File: src/rtl/fp32_mul_round_normalize.sv
// Final FP32 multiplier stage: resolves the redundant sum/carry product, normalizes,
// rounds to nearest-even and packs the result. Two-entry valid/ready pipeline.
module fp32_mul_round_normalize #(
  parameter int PROD_W = 52,
  parameter int EXP_W  = 10
) (
  input  logic              clk,
  input  logic              rst,
  input  logic              in_valid,
  output logic              in_ready,
  input  logic [PROD_W-1:0] in_sum,
  input  logic [PROD_W-1:0] in_carry,
  input  logic              in_sign,
  input  logic [EXP_W-1:0]  in_exp,
  input  logic              in_zero,
  input  logic              in_inf,
  input  logic              in_nan,
  output logic              out_valid,
  input  logic              out_ready,
  output logic [31:0]       out_result,
  output logic              out_overflow,
  output logic              out_underflow
);

  localparam int MEAN_W = 48;
  localparam int E_W    = EXP_W + 2;
  localparam logic signed [E_W-1:0] E_MAX  = E_W'(255);
  localparam logic signed [E_W-1:0] E_ZERO = '0;

  logic [PROD_W-1:0] prod_full;
  logic              unused_prod_hi;

  logic              s1_valid_reg;
  logic [MEAN_W-1:0] s1_prod_reg;
  logic              s1_sign_reg;
  logic [EXP_W-1:0]  s1_exp_reg;
  logic              s1_zero_reg;
  logic              s1_inf_reg;
  logic              s1_nan_reg;

  logic              out_valid_reg;
  logic [31:0]       out_result_reg;
  logic              out_overflow_reg;
  logic              out_underflow_reg;

  logic              s2_accept;
  logic              norm_hi;
  logic [22:0]       man_pre;
  logic              guard_bit;
  logic              sticky_bit;
  logic              round_up;
  logic [23:0]       man_sum;
  logic signed [E_W-1:0] e_rnd;
  logic [31:0]       result_next;
  logic              overflow_next;
  logic              underflow_next;

  // Carry is pre-aligned upstream, so a plain add resolves the product; only the
  // low 48 bits can carry significance.
  assign prod_full      = in_sum + in_carry;
  assign unused_prod_hi = ^prod_full[PROD_W-1:MEAN_W];

  assign s2_accept = !out_valid_reg || out_ready;
  assign in_ready  = !s1_valid_reg || s2_accept;

  always_ff @(posedge clk) begin
    if (rst) begin
      s1_valid_reg <= 1'b0;
    end else if (in_ready) begin
      s1_valid_reg <= in_valid;
    end
  end

  always_ff @(posedge clk) begin
    if (rst) begin
      s1_prod_reg <= '0;
      s1_sign_reg <= 1'b0;
      s1_exp_reg  <= '0;
      s1_zero_reg <= 1'b0;
      s1_inf_reg  <= 1'b0;
      s1_nan_reg  <= 1'b0;
    end else if (in_valid && in_ready) begin
      s1_prod_reg <= prod_full[MEAN_W-1:0];
      s1_sign_reg <= in_sign;
      s1_exp_reg  <= in_exp;
      s1_zero_reg <= in_zero;
      s1_inf_reg  <= in_inf;
      s1_nan_reg  <= in_nan;
    end
  end

  // Normalize and round. A product with both top bits clear is an upstream fault
  // and simply follows the unshifted path.
  always_comb begin
    norm_hi = s1_prod_reg[47];
    if (norm_hi) begin
      man_pre    = s1_prod_reg[46:24];
      guard_bit  = s1_prod_reg[23];
      sticky_bit = |s1_prod_reg[22:0];
    end else begin
      man_pre    = s1_prod_reg[45:23];
      guard_bit  = s1_prod_reg[22];
      sticky_bit = |s1_prod_reg[21:0];
    end
    round_up = guard_bit && (sticky_bit || man_pre[0]);
    man_sum  = {1'b0, man_pre} + {23'd0, round_up};
    // Mantissa wrap to 2^23 leaves man_sum[22:0] zero and bumps the exponent.
    e_rnd    = $signed({{2{s1_exp_reg[EXP_W-1]}}, s1_exp_reg})
             + $signed({{(E_W-1){1'b0}}, norm_hi})
             + $signed({{(E_W-1){1'b0}}, man_sum[23]});
  end

  always_comb begin
    result_next    = '0;
    overflow_next  = 1'b0;
    underflow_next = 1'b0;
    if (s1_nan_reg) begin
      result_next = 32'h7FC0_0000;
    end else if (s1_inf_reg) begin
      result_next = {s1_sign_reg, 8'hFF, 23'd0};
    end else if (s1_zero_reg) begin
      result_next = {s1_sign_reg, 31'd0};
    end else if (e_rnd >= E_MAX) begin
      result_next   = {s1_sign_reg, 8'hFF, 23'd0};
      overflow_next = 1'b1;
    end else if (e_rnd <= E_ZERO) begin
      result_next    = {s1_sign_reg, 31'd0};
      underflow_next = 1'b1;
    end else begin
      result_next = {s1_sign_reg, e_rnd[7:0], man_sum[22:0]};
    end
  end

  always_ff @(posedge clk) begin
    if (rst) begin
      out_valid_reg     <= 1'b0;
      out_result_reg    <= '0;
      out_overflow_reg  <= 1'b0;
      out_underflow_reg <= 1'b0;
    end else if (s2_accept) begin
      out_valid_reg <= s1_valid_reg;
      if (s1_valid_reg) begin
        out_result_reg    <= result_next;
        out_overflow_reg  <= overflow_next;
        out_underflow_reg <= underflow_next;
      end
    end
  end

  assign out_valid     = out_valid_reg;
  assign out_result    = out_result_reg;
  assign out_overflow  = out_overflow_reg;
  assign out_underflow = out_underflow_reg;

endmodule

File: config.mk
export PLATFORM = sky130hd
export DESIGN_NAME = fp32_mul_round_normalize
export DESIGN_NICKNAME = d
export VERILOG_FILES = /design/src/rtl/fp32_mul_round_normalize.sv
export SDC_FILE = /design/constraint.sdc
export NUM_CORES = 1
export LEC_CHECK = 0
export CAP_MARGIN = 20
export CORE_MARGIN = 2
export CORE_UTILIZATION = 45
export CTS_CLUSTER_DIAMETER = 150
export CTS_CLUSTER_SIZE = 8
export DETAILED_ROUTE_END_ITERATION = 6
export PLACE_DENSITY = 0.72
export SYNTH_ARGS = -nofsm -noshare
export SYNTH_HDL_FRONTEND = slang
export SYNTH_SLANG_ARGS = --single-unit
File: constraint.sdc
create_clock -name clk -period 8.7 [get_ports clk]
set_input_delay 1.305 -clock clk [delete_from_list [all_inputs] [get_ports clk]]
set_output_delay 1.305 -clock clk [all_outputs]
set_load 0.02 [all_outputs]
-- After elaboration in Yosys (flattened, before gate mapping)
Cells that the tools add are included.
- multiplexer cells: 17
- reductions and logical operators: 10
- $add $sub $neg: 4
- $lt $le $gt $ge: 2
- operators with widths (cell ; number):
    $mux W31 ; 4
    $add A48 B48 Y48 ; 1
    $mux W32 ; 1
    $add A23 B1 Y24 ; 1
    $mux W23 ; 1
    $reduce_or A23 Y1 ; 1
    $reduce_or A22 Y1 ; 1
    $add A11 B2 Y12 ; 1
    $ge A12 B9 Y1 const B ; 1
    $le A12 B1 Y1 const B ; 1
    $add A10 B2 Y11 ; 1
    $mux W1 ; 11
    $logic_or A1 B1 Y1 ; 3
    $logic_and A1 B1 Y1 ; 2
    $logic_not A1 Y1 ; 2
    $reduce_and A2 Y1 ; 1
- input bits: 122
- flip-flop bits (word level): 98
- logic and storage cells: 44
- output and inout port bits: 36

-- Longest topological paths before layout
- word-level depth: 12
- mapped depth: 20
- mapped depth without buffers: 17

-- Least setup slack after synthesis
Ideal clock, no wire load.
- path type: register -> register
- from: register s1_prod_reg[26]
- to: register out_result_reg[26], in the netlist out_result[26]
- buffers on the path: 2
- library setup time: 0.119 ns
- path slack: 4.677 ns
- data required time: 8.581 ns
- cell stages (with the launch flop): 19
- clock period less this slack: 4.023 ns
- arrival time: 3.904 ns
- path through: dfxtp_1 -> clkbuf_1 -> nand2_1 -> a21oi_1 -> nand3_1 -> nor4_1 -> nand4_1 -> fa_1 -> inv_1 -> ha_1 -> nand3_2 -> nor2_4 -> nand4_1 -> mux2_1 -> o32a_1 -> mux2i_1 -> buf_2 -> a21oi_1 -> o221a_1
- longest elaborated chain between the ends: 9
- elaborated cells between the ends (all ways): 10
- classes of those cells: add/sub (2); order compare (2); mux (6)
- ends and longest elaborated chain (item ; line ; source):
    from (decl) ; 34 ; logic [MEAN_W-1:0] s1_prod_reg;
    from (signal assigned) ; 83 ; s1_prod_reg <= prod_full[MEAN_W-1:0];
    $mux W23 * ; 96 ; if (norm_hi) begin
    $add A23 B1 Y24 * ; 106 ; man_sum = {1'b0, man_pre} + {23'd0, round_up};
    $add A11 B2 Y12 * ; 110 ; + $signed({{(E_W-1){1'b0}}, man_sum[23]});
    $le A12 B1 Y1 ; 126 ; end else if (e_rnd <= E_ZERO) begin
    $mux W31 ; 126 ;
    $mux W31 * ; 123 ; end else if (e_rnd >= E_MAX) begin
    $mux W31 * ; 121 ; end else if (s1_zero_reg) begin
    $mux W31 * ; 119 ; end else if (s1_inf_reg) begin
    $mux W32 * ; 117 ; if (s1_nan_reg) begin
    to (signal assigned) ; 143 ; out_result_reg <= result_next;
    to (decl) ; 42 ; logic [31:0] out_result_reg;
Every way passes the cells marked *; elsewhere a longest branch is shown, timed or not.
A chain may end at the register's enable or synchronous reset.

-- Worst setup path in the final report
- from: register s1_prod_reg[47]
- to: register out_result_reg[25], in the netlist out_result[25]
- longest elaborated chain between the ends: 11
- elaborated cells between the ends (all ways): 15
- classes of those cells: add/sub (3); order compare (2); mux (8); reduce/logical (2)
- ends and longest elaborated chain (item ; line ; source):
    $mux W1 or $mux W23 (tied branches) ; 96 ;
    $logic_or A1 B1 Y1 ; 105 ; round_up = guard_bit && (sticky_bit || man_pre[0]);
    $logic_and A1 B1 Y1 ; 105 ;
    $add A23 B1 Y24 ; 106 ;
    $add A11 B2 Y12 * ; 110 ;
    $le A12 B1 Y1 ; 126 ;
    $mux W31 ; 126 ;
    $mux W31 * ; 123 ;
    $mux W31 * ; 121 ;
    $mux W31 * ; 119 ;
    $mux W32 * ; 117 ;
Marks and branches as above.

==> run metrics <==
min Tclk post-route 5.48 ns; class of the worst hold path reg -> reg; overflow left after global routing 0; via density per instance 5.72; ordered cell list for the critical path buf_4, nand2_1, a21oi_1, nand3_1, nor4_1, nand4_1, fa_1, inv_1, ha_1, nand3_2, nor2_4, nand4_1, mux2_1, o32a_1, mux2i_1, o21ai_1, a21oi_1, nor2_1; post-synthesis net count 1,183; count of different cell masters after synthesis 79; Die Footprint 17,800 um^2; number of global-route vias before repair 6,855; Area after DPL 9070 um^2; weighted congestion at the end of routability-driven global placement 0.894; x dimension of the die 133 um; CP max FO 48; number of placed I/O pins 158; wire per inst 15.2 um; iteration count of the initial detailed-routing pass 5; CP bufs+invs 2; mux contribution to synthesized area 0.0219; final hold slack 0.452 ns; Core ar. 16,500 um^2; TritonCTS clock tree yes; number of design-rule violations left by the first detailed-router iteration 610; summed negative setup slack over all endpoints 0 ns; Async S/R FF share, synth 0; share of layout cells above drive strength 1 0.0358; max cap viols 0; utilization after layout 0.570; hold path start out_result[31]; largest family of logic cells by synthesized area compound AO/OA/AOI/OAI gates; outcome completed; Register-to-Register Path Depth 18; mean area per synthesized cell 7.45 um^2; commonest non-fill, non-tap cell in the layout nand2_1; clock latency on the worst-skew pair 0.36 ns; Max stage delay cell, worst path mux2i_1; adder-cell area share of the yosys netlist 0.0868; share of the synthesized netlist area taken by xor and xnor gates 0.0547; Max Root-Sink Buffers 2; Clock Sinks 98; Vert. Die Dim 133 um; post-synthesis sequential area ratio 0.261; antenna-violating nets left 0; Post-CTS Hold Buffers 0; initial antenna violation count 0; net count of the finished layout 1,284; leakage power 3.66 nW; total clock buffers created by CTS 9; first-pass GRT wire length 33,700 um; slew at the pin with the worst max-slew slack 0.891 ns; area growth from synthesis to layout 24.7%; summed area of non-filler cells in the final layout 9380 um^2; sort of element at the start of the critical path flip-flop; flops & latches, synth 98; startpoint of the most critical register-to-register path s1_prod_reg[47]; post-synthesis cell area 7530 um^2; delay of the slowest critical-path stage 0.72 ns; routed vias 7,638; Main synth FF type dfxtp_1; power density normalized to cell area 143 nW/um^2; CP required 8.95 ns; routed wire length 20,300 um; total number of placement rows 47; capture endpoint of the worst hold path out_result[31]; number of cells produced by synthesis 1,010; arrival time of the worst setup path 5.73 ns; post-CTS sizing 0; Worst setup EP type flip-flop; master cell of the clock root buffer clkbuf_16; Initial Utilization 0.457; Setup Skew 0.0133 ns; Setup Fix Bufs, Post-CTS 0; pin count of the biggest net entering global routing 85; startpoint-to-endpoint class of the critical path reg -> reg; count of buffers from port buffering 149; FF/Latch Area 1960 um^2; kind of cell adding the most delay to the critical path simple AND/OR/NAND/NOR gates; number of flip-flops under the largest register name 48; # DRC 0; Final Slew Violations 0; maximum achievable frequency 182 MHz; final period utilization 0.630; count of filler cells inserted in the layout 1,616; number of cells on the worst hold path 2; EDFF count, synth 0; # H-tree levels 3; Final Hold Vio Count 0; Reg clk slew, reported paths 0.07 ns; number of synthesis warnings 0; unrepaired setup endpoints after global routing no; area of combinational cells with multiple inputs 5210 um^2; Antenna diodes 0; Peak supply drop 0.000101 V; highest-count cells in the layout ignoring fill and taps nand2_1 (154), clkdlybuf4s50_1 (148), a21oi_1 (127); hpwl dp 15,300 um; RR Endpoint out_result[25]; area fraction in compound gates after synthesis 0.290; register-to-register setup slack 3.22 ns; fraction of the mapped netlist area in simple logic gates 0.238; final-report setup violation count 0; GRT Overall Usage 0.227; Max transition margin 0.389
==> cell families after synthesis <==
family | Yosys count
AND/OR/NAND/NOR | 374
AO/OA/AOI/OAI | 332
multiplexers | 16
XOR/XNOR | 47
flip-flops | 98
buffers and inverters | 92
adder cells (fa/ha/maj) | 51
==> stage by stage <==
stage | std cells | worst slack, ns | total power [W]
4_1_cts | 1334 | 3.02 | 0.00134
5_1_grt | 1336 | 2.84 | 0.00142
2_1_floorplan | 1010 | 4.68 | 0.000814
6_report | 1336 | 3.22 | 0.00134
3_3_place_gp | 1318 | 3.09 | 0.000947
3_5_place_dp | 1318 | 3.05 | 0.000950
==> worst register-to-register path, stage by stage, from the launching register on <==
cell	delay [ns]
dfxtp_1	0.54
buf_4	0.47
nand2_1	0.14
a21oi_1	0.26
nand3_1	0.26
nor4_1	0.59
nand4_1	0.21
fa_1	0.43
inv_1	0.07
ha_1	0.23
nand3_2	0.14
nor2_4	0.16
nand4_1	0.15
mux2_1	0.34
o32a_1	0.27
mux2i_1	0.72
o21ai_1	0.15
a21oi_1	0.20
nor2_1	0.06
==> report_power, final <==
| part | switching (W) | internal (W) |
|---|---|---|
| Sequential | 0.0000391 | 0.000482 |
| Combinational | 0.000228 | 0.000199 |
| Clock | 0.000180 | 0.000212 |
| Total | 0.000447 | 0.000893 |
==> layer usage <==
metal / share of wire / global-route usage / up-vias / routed length (um)
li1: - / - / 3918 / -
met2: 0.46 / 0.363 / 194 / 9310
met1: 0.47 / 0.317 / 3507 / 9630
met5: 0 / 0 / - / 0
met3: 0.057 / 0.0479 / 19 / 1160
met4: 0.012 / 0.0514 / 0 / 243
==> cell type report <==
cell class / instances / share of cell area
clock buffers: 12 / 0.0273
clock inverters: 4 / 0.00360
inverters: 27 / 0.0108
multi-input cells: 820 / 0.555
flip-flops and latches: 98 / 0.209
well taps: 220 / 0.0293
repair buffers: 155 / 0.164
==> cells in the mapped netlist, drive strengths merged (11+ instances only) <==
master / count / area [um^2]
nor2b: 11 / 68.8
xnor2: 32 / 280
nor2: 73 / 282
nand4: 16 / 106
nor4: 11 / 68.8
xor2: 15 / 131
a21oi: 127 / 636
o21bai: 12 / 90.1
ha: 49 / 613
a211oi: 12 / 90.1
nand3: 31 / 160
and3: 14 / 87.6
a31oi: 18 / 113
inv: 25 / 93.8
buf: 20 / 95.1
clkbuf: 45 / 169
o21ai: 40 / 204
nand2: 156 / 588
nor3: 19 / 105
a32oi: 14 / 123
mux2i: 12 / 120
dfxtp: 98 / 1960
a21o: 31 / 233
==> how the worst max path moves through the flow <==
stage | from | end | slack [ns] | depth (start not counted)
CTS | s1_prod_reg[47] | out_result[12] | 3.02 | 17
floorplan | s1_prod_reg[26] | out_result[26] | 4.68 | 18
detailed placement | s1_prod_reg[47] | out_result[12] | 3.05 | 17
global route | s1_prod_reg[47] | out_result[25] | 2.84 | 18
finish | s1_prod_reg[47] | out_result[25] | 3.22 | 18
global placement | s1_prod_reg[47] | out_result[12] | 3.09 | 17
No activity file was read; power rests on OpenSTA's default activity.
